**src/rtl/cond_eval_unit_pkg.sv**
```systemverilog
// Shared definitions for the condition evaluation path: condition codes, NZCV bit
// positions and the decoded result payload.
package cond_eval_unit_pkg;

    localparam int unsigned COND_W = 4;
    localparam int unsigned NZCV_W = 4;

    localparam logic [COND_W-1:0] COND_EQ = 4'h0;
    localparam logic [COND_W-1:0] COND_NE = 4'h1;
    localparam logic [COND_W-1:0] COND_CS = 4'h2;
    localparam logic [COND_W-1:0] COND_CC = 4'h3;
    localparam logic [COND_W-1:0] COND_MI = 4'h4;
    localparam logic [COND_W-1:0] COND_PL = 4'h5;
    localparam logic [COND_W-1:0] COND_VS = 4'h6;
    localparam logic [COND_W-1:0] COND_VC = 4'h7;
    localparam logic [COND_W-1:0] COND_HI = 4'h8;
    localparam logic [COND_W-1:0] COND_LS = 4'h9;
    localparam logic [COND_W-1:0] COND_GE = 4'hA;
    localparam logic [COND_W-1:0] COND_LT = 4'hB;
    localparam logic [COND_W-1:0] COND_GT = 4'hC;
    localparam logic [COND_W-1:0] COND_LE = 4'hD;
    localparam logic [COND_W-1:0] COND_AL = 4'hE;
    localparam logic [COND_W-1:0] COND_NV = 4'hF;

    localparam int unsigned FLAG_N = 3;
    localparam int unsigned FLAG_Z = 2;
    localparam int unsigned FLAG_C = 1;
    localparam int unsigned FLAG_V = 0;

    typedef struct packed {
        logic pass;
        logic illegal;
    } cond_res_t;

endpackage

```
**src/rtl/cond_eval_unit_decode.sv**
```systemverilog
// Purely combinational condition-code evaluator: (cond, nzcv) -> {pass, illegal}.
// Kept standalone so the issue stage can reuse it without the flag/result registers.
module cond_decode
    import cond_eval_unit_pkg::*;
(
    input  logic [COND_W-1:0] cond,
    input  logic [NZCV_W-1:0] nzcv,
    output cond_res_t         res_c
);

    logic n, z, c, v;

    assign n = nzcv[FLAG_N];
    assign z = nzcv[FLAG_Z];
    assign c = nzcv[FLAG_C];
    assign v = nzcv[FLAG_V];

    always_comb begin
        res_c.pass    = 1'b0;
        res_c.illegal = 1'b0;
        case (cond)
            COND_EQ: res_c.pass = z;
            COND_NE: res_c.pass = !z;
            COND_CS: res_c.pass = c;
            COND_CC: res_c.pass = !c;
            COND_MI: res_c.pass = n;
            COND_PL: res_c.pass = !n;
            COND_VS: res_c.pass = v;
            COND_VC: res_c.pass = !v;
            COND_HI: res_c.pass = c && !z;
            COND_LS: res_c.pass = !c || z;
            COND_GE: res_c.pass = (n == v);
            COND_LT: res_c.pass = (n != v);
            COND_GT: res_c.pass = !z && (n == v);
            COND_LE: res_c.pass = z || (n != v);
            COND_AL: res_c.pass = 1'b1;
            // Reserved encoding never passes and is flagged to the consumer.
            default: res_c.illegal = 1'b1;
        endcase
    end

endmodule

```
**src/rtl/cond_eval_unit.sv**
```systemverilog
// Architectural NZCV register plus a one-entry registered condition-evaluation stage
// with valid/ready handshake, same-cycle flag bypass and saturating pass/fail counters.
module cond_eval_unit
    import cond_eval_unit_pkg::*;
#(
    parameter int unsigned TAG_W = 4,
    parameter int unsigned CNT_W = 16
) (
    input  logic              clk,
    input  logic              rst,
    input  logic              flag_we,
    input  logic [NZCV_W-1:0] flag_in,
    input  logic              req_valid,
    output logic              req_ready,
    input  logic [COND_W-1:0] req_cond,
    input  logic [TAG_W-1:0]  req_tag,
    output logic              resp_valid,
    input  logic              resp_ready,
    output logic              resp_pass,
    output logic              resp_illegal,
    output logic [TAG_W-1:0]  resp_tag,
    output logic [NZCV_W-1:0] flags_q,
    output logic [CNT_W-1:0]  pass_cnt,
    output logic [CNT_W-1:0]  fail_cnt
);

    localparam logic [CNT_W-1:0] CNT_MAX = '1;

    logic [NZCV_W-1:0] eff_c;
    logic              accept_c;
    cond_res_t         dec_c;

    // A request accepted alongside a flag write must see the new flags.
    assign eff_c     = flag_we ? flag_in : flags_q;
    assign req_ready = !resp_valid || resp_ready;
    assign accept_c  = req_valid && req_ready;

    cond_decode u_decode (
        .cond  (req_cond),
        .nzcv  (eff_c),
        .res_c (dec_c)
    );

    // Architectural flag register.
    always_ff @(posedge clk) begin
        if (rst) begin
            flags_q <= '0;
        end else if (flag_we) begin
            flags_q <= flag_in;
        end
    end

    // Result register; contents only change on accept so a stalled response stays stable.
    always_ff @(posedge clk) begin
        if (rst) begin
            resp_valid   <= 1'b0;
            resp_pass    <= 1'b0;
            resp_illegal <= 1'b0;
            resp_tag     <= '0;
        end else if (accept_c) begin
            resp_valid   <= 1'b1;
            resp_pass    <= dec_c.pass;
            resp_illegal <= dec_c.illegal;
            resp_tag     <= req_tag;
        end else if (resp_ready) begin
            resp_valid   <= 1'b0;
        end
    end

    // Saturating performance counters; illegal conditions count as failures.
    always_ff @(posedge clk) begin
        if (rst) begin
            pass_cnt <= '0;
            fail_cnt <= '0;
        end else if (accept_c) begin
            if (dec_c.pass) begin
                if (pass_cnt != CNT_MAX) begin
                    pass_cnt <= pass_cnt + CNT_W'(1);
                end
            end else begin
                if (fail_cnt != CNT_MAX) begin
                    fail_cnt <= fail_cnt + CNT_W'(1);
                end
            end
        end
    end

endmodule

```
**config.mk**
```make
export PLATFORM = sky130hd
export DESIGN_NAME = cond_eval_unit
export DESIGN_NICKNAME = d
export VERILOG_FILES = /design/src/rtl/cond_eval_unit_pkg.sv /design/src/rtl/cond_eval_unit_decode.sv /design/src/rtl/cond_eval_unit.sv
export SDC_FILE = /design/constraint.sdc
export NUM_CORES = 1
export LEC_CHECK = 0
export CAP_MARGIN = 20
export CORE_MARGIN = 8
export CORE_UTILIZATION = 49
export DETAILED_ROUTE_END_ITERATION = 8
export PLACE_DENSITY = 0.89
export SKIP_LAST_GASP = 1
export SLEW_MARGIN = 10
export SYNTH_ARGS = -nofsm -noshare
export SYNTH_HDL_FRONTEND = slang
export SYNTH_HIERARCHICAL = 1
export SYNTH_SLANG_ARGS = --single-unit
export TNS_END_PERCENT = 100
```
**constraint.sdc**
```tcl
create_clock -name clk -period 3.95 [get_ports clk]
set_input_delay 0.79 -clock clk [delete_from_list [all_inputs] [get_ports clk]]
set_output_delay 0.79 -clock clk [all_outputs]
set_load 0.01 [all_outputs]
```
# Word level (Yosys, flattened, before mapping)
# Index checks and enable logic that the tools add are counted.
dict set report word_totals {
  output_inout_bits 44
  input_bits 17
  ff_bits 43
  elab_cells 49
}
dict set report op_classes {
  n_bitwise 1
  eq_ne 18
  muxes 5
  n_addsub 2
  n_reduce_logical 16
}
# op n
set op_table {}
lappend op_table {{$add A16 B1 Y16 const B} 2}
lappend op_table {{$ne A16 B16 Y1 const B} 2}
lappend op_table {{$eq A4 B4 Y1 const B} 7}
lappend op_table {{$eq A4 B3 Y1 const B} 4}
lappend op_table {{$pmux W1 S15} 1}
lappend op_table {{$reduce_or A15 Y1} 1}
lappend op_table {{$eq A4 B2 Y1 const B} 2}
lappend op_table {{$reduce_and A3 Y1} 2}
lappend op_table {{$logic_not A1 Y1} 5}
lappend op_table {{$eq A4 B1 Y1 const B} 1}
lappend op_table {{$logic_not A4 Y1} 1}
lappend op_table {{$mux W4} 1}
lappend op_table {{$logic_and A1 B1 Y1} 3}
lappend op_table {{$logic_or A1 B1 Y1} 3}
lappend op_table {{$mux W1} 3}
lappend op_table {{$reduce_bool A2 Y1} 1}
lappend op_table {{$eq A1 B1 Y1} 1}
lappend op_table {{$ne A1 B1 Y1} 1}
lappend op_table {{$not A1 Y1} 1}

# Longest topological paths before layout
dict set report logic_depth {
  depth_word 6
  ltp_mapped 10
  depth_no_buf 9
}

# Cells and area by module
# Netlist, hierarchy kept.
# mod seq_area_each_um2 area_per_inst_um2 n_inst cells_per_inst
set by_module_without_submodules {}
lappend by_module_without_submodules {cond_eval_unit 860.8 2160.8 1 242}
lappend by_module_without_submodules {cond_decode 0.0 214.0 1 27}

# Least setup slack after synthesis
# OpenSTA, ideal clock, no wires.
dict set report synth_timing {
  path_kind {input-to-reg}
  start {input port flag_we}
  end {register fail_cnt[13]}
  arrival_time_ns 3.282
  setup_slack_ns 0.547
  n_path_buf 1
  cell_stages 10
  t_required_ns 3.829
  setup_ns 0.121
  cell_sequence {mux2_2 > xnor2_1 > o21a_1 > o31ai_1 > a211o_1 > nand2b_1 > or3_1 > clkbuf_1 > nor4b_1 > mux2_2}
}
# element line_no
set synth_lines {}
lappend synth_lines {{start: declaration} cond_eval_unit.sv:11} ;# input logic flag_we,
lappend synth_lines {{end signal: assignment} cond_eval_unit.sv:82} ;# fail_cnt <= fail_cnt + CNT_W'(1);
lappend synth_lines {{end: declaration} cond_eval_unit.sv:24} ;# output logic [CNT_W-1:0] fail_cnt

==> impl_results.md <==
* Final Hold Viols at 0
* Pin count of the biggest net entering global routing at 29
* Root Buffer: clkbuf_8
* Synth cell types at 55
* PortBufs at 60
* Crit path time final at 3.77 ns
* Wl on met1 at 2800 um
* Final WS setup at 0.181 ns
* Syn. warnings at 6
* Placed wire-length estimate at 4500 um
* Top layer in use: met4
* Worst-skew pair later-pin latency at 0.30 ns
* Sequential area share after synthesis at 36.2%
* Initial drt markers at 170
* Dpl ws at -0.109 ns
* Layout cells sized above 1 at 12.0%
* Post-CTS Resized at 0
* Die H at 85.6 um
* CP max stage delay at 0.55 ns
* Total CTS buffers at 5
* Worst Tran Pin Value at 0.795 ns
* IO Pins at 61
* Clk slew on worst S/H paths at 0.09 ns
* Total wire length at 6250 um
* Critical-path maximum fanout at 7
* N_diodes at 0
* Synth Flop Type: dfxtp_1
* Leak at 1.03 nW
* Avg WL per Cell at 16.2 um
* Cell Area, Synth at 0.00237 mm^2
* # setup viols final at 0
* Initial core utilization at 50.6%
* Startpoint types: input port
* Worst path cell trace: clkdlybuf4s50_1 -> mux2_2 -> xnor2_1 -> o21a_1 -> o31ai_1 -> a211o_1 -> nand2b_1 -> or3_1 -> or4_1 -> a21oi_1
* Core box area at 0.00469 mm^2
* First-pass GRT wire length at 10500 um
* Number of global-route vias before repair at 2263
* Setup TNS at 0 ns
* Post-synth top area share at 36.2%
* H-tree levels at 2
* Clk_skew at 0.00481 ns
* Top cells by count, synth: dfxtp_1, a21oi_1, nand2_1
* Total GRT Usage at 17.0%
* Via density at 6.14
* Top cells by area, synth: dfxtp_1, a21oi_1, o31ai_1, or4_1, mux2_2
* Cell count after synthesis at 269
* Die Wd at 85.6 um
* Final hold slack at 0.460 ns
* Met3 wire len at 443 um
* Routability cong. at 0.805
* Clk buf depth at 2
* Nets at 351
* #FFs+latches synth at 43
* Drt drc at 0
* Worst Path Class, Setup: input port to flip-flop
* Area growth syn-to-layout at 31.8%
* Post-synth top area cell: dfxtp_1
* Post-CTS setup buffers at 0
* CTS tree: done
* Via count at 2378
* GRT overflow at 0
* Slowest stage cell, crit path: clkdlybuf4s50_1
* RSZ-0062 raised after global routing: false
* Mean Syn Cell Area at 8.83 um^2
* Final Max Tran Viols at 0
* Clock sinks at 43
* MaxCap Viol Count at 0
* Initial antenna violation count at 0
* Largest vdd supply drop at 0.206 mV
* Worst setup EP type: flip-flop
* Tightest Hold Check Type: flip-flop to flip-flop
* Fmax at 265 MHz
* Synthesized net count at 288
* Fill cells at 384
* Period Utilization, post-route at 95.4%
* Most frequent cell after synthesis: dfxtp_1
* Outcome: complete, no violations
* Crit path DAT at 4.00 ns
* Worst endpoint required time at 4.18 ns
* DRT Pass-1 Iters at 4
* Die area at 0.00733 mm^2
* Hold_buf cts at 0
* Post-synth EDFFs at 0
* PD cells at 298 mW/mm^2
* Async SR Flop Fraction at 0%
* ANT nets after route at 0
* Met2 WL at 2930 um
* FP Rows at 25
* Slew margin rel. at 46.6%
## layer usage
layer | GRT usage [%] | vias to the layer above
met4 | 4.78 | 0
li1 | - | 1152
met5 | 0 | -
met2 | 27.6 | 78
met1 | 20.7 | 1139
met3 | 5.64 | 9
## registers in the layout, summed over array words and instances, names as in the netlist
register / cells
pass_cnt: 16
resp_tag: 4
flags_q: 4
resp_valid: 1
fail_cnt: 16
resp_illegal: 1
resp_pass: 1
## critical path, delay by kind of cell
family | cells | cell delay [ns]
xor+xnor | 1 | 0.28
buf+inv | 1 | 0.55
compound gates | 4 | 0.75
mux | 1 | 0.40
simple gates | 3 | 1.23
## final timing paths
| path | slack (ns) | cells past startpoint | start | endpoint |
|---|---|---|---|---|
| max reg2reg | 0.99 | 9 | flags_q[0] | fail_cnt[14] |
| min | 0.46 | 2 | resp_tag[3] | resp_tag[3] |
| max | 0.18 | 10 | flag_we | fail_cnt[14] |
| min reg2reg | 0.46 | 2 | resp_tag[3] | resp_tag[3] |
## logic make-up after synthesis
family | share of synthesized area, %
AOI/OAI and AO/OA | 18.1
xor gates and xnor gates | 0.738
and+or+nand+nor | 31.7
buffers and inverters | 5.74
adders and majority gates | 1.05
muxes | 6.43
DFF | 36.2
## layout make-up
cell class              instances  area [um^2]  share of cell area, %
well taps                      54         67.6                   2.16
flip-flops and latches         43          861                   27.5
multi-input cells             206         1390                   44.3
clock inverters                 3         47.5                   1.52
inverters                       6         22.5                  0.720
clock buffers                   5         68.8                   2.20
repair buffers                 70          676                   21.6
## layout by cell type, fill, tap and decap left out, types with 2 or more instances in the layout
master           instances
nand2b_1                 4
nand3_2                  2
inv_1                    5
o21a_1                   2
nand3_1                 13
ha_1                     2
nand4_1                  9
a211oi_1                 3
o21ai_0                  6
xnor2_1                  2
nor4_4                   2
or4_1                   15
and2_1                   4
nor4_1                   5
nor4b_1                  4
mux2_2                   7
o31ai_1                 16
mux2_1                   3
nor2_1                  15
nor3_1                   4
buf_4                   10
nand2_1                 21
nor2b_1                  7
dfxtp_1                 43
or3_1                    7
mux2i_1                  4
clkdlybuf4s50_1         60
clkbuf_8                 5
a21oi_1                 26
## stage by stage
step	instance area [um^2]	utilization, %	cells	total power [mW]
6_report	3130	66.7	387	0.933
5_1_grt	3130	66.7	387	0.967
4_1_cts	3120	66.5	387	0.934
3_5_place_dp	3000	64.0	379	0.580
3_3_place_gp	3000	64.0	379	0.577
2_1_floorplan	2370	-	269	0.527
## where the power goes
group | leakage, nW | internal [mW] | total, mW | switching, mW
logic | 0.627 | 0.0630 | 0.120 | 0.0566
clock network | 0.0587 | 0.192 | 0.363 | 0.171
registers | 0.349 | 0.443 | 0.451 | 0.00769
No activity file was read; power rests on OpenSTA's default activity.
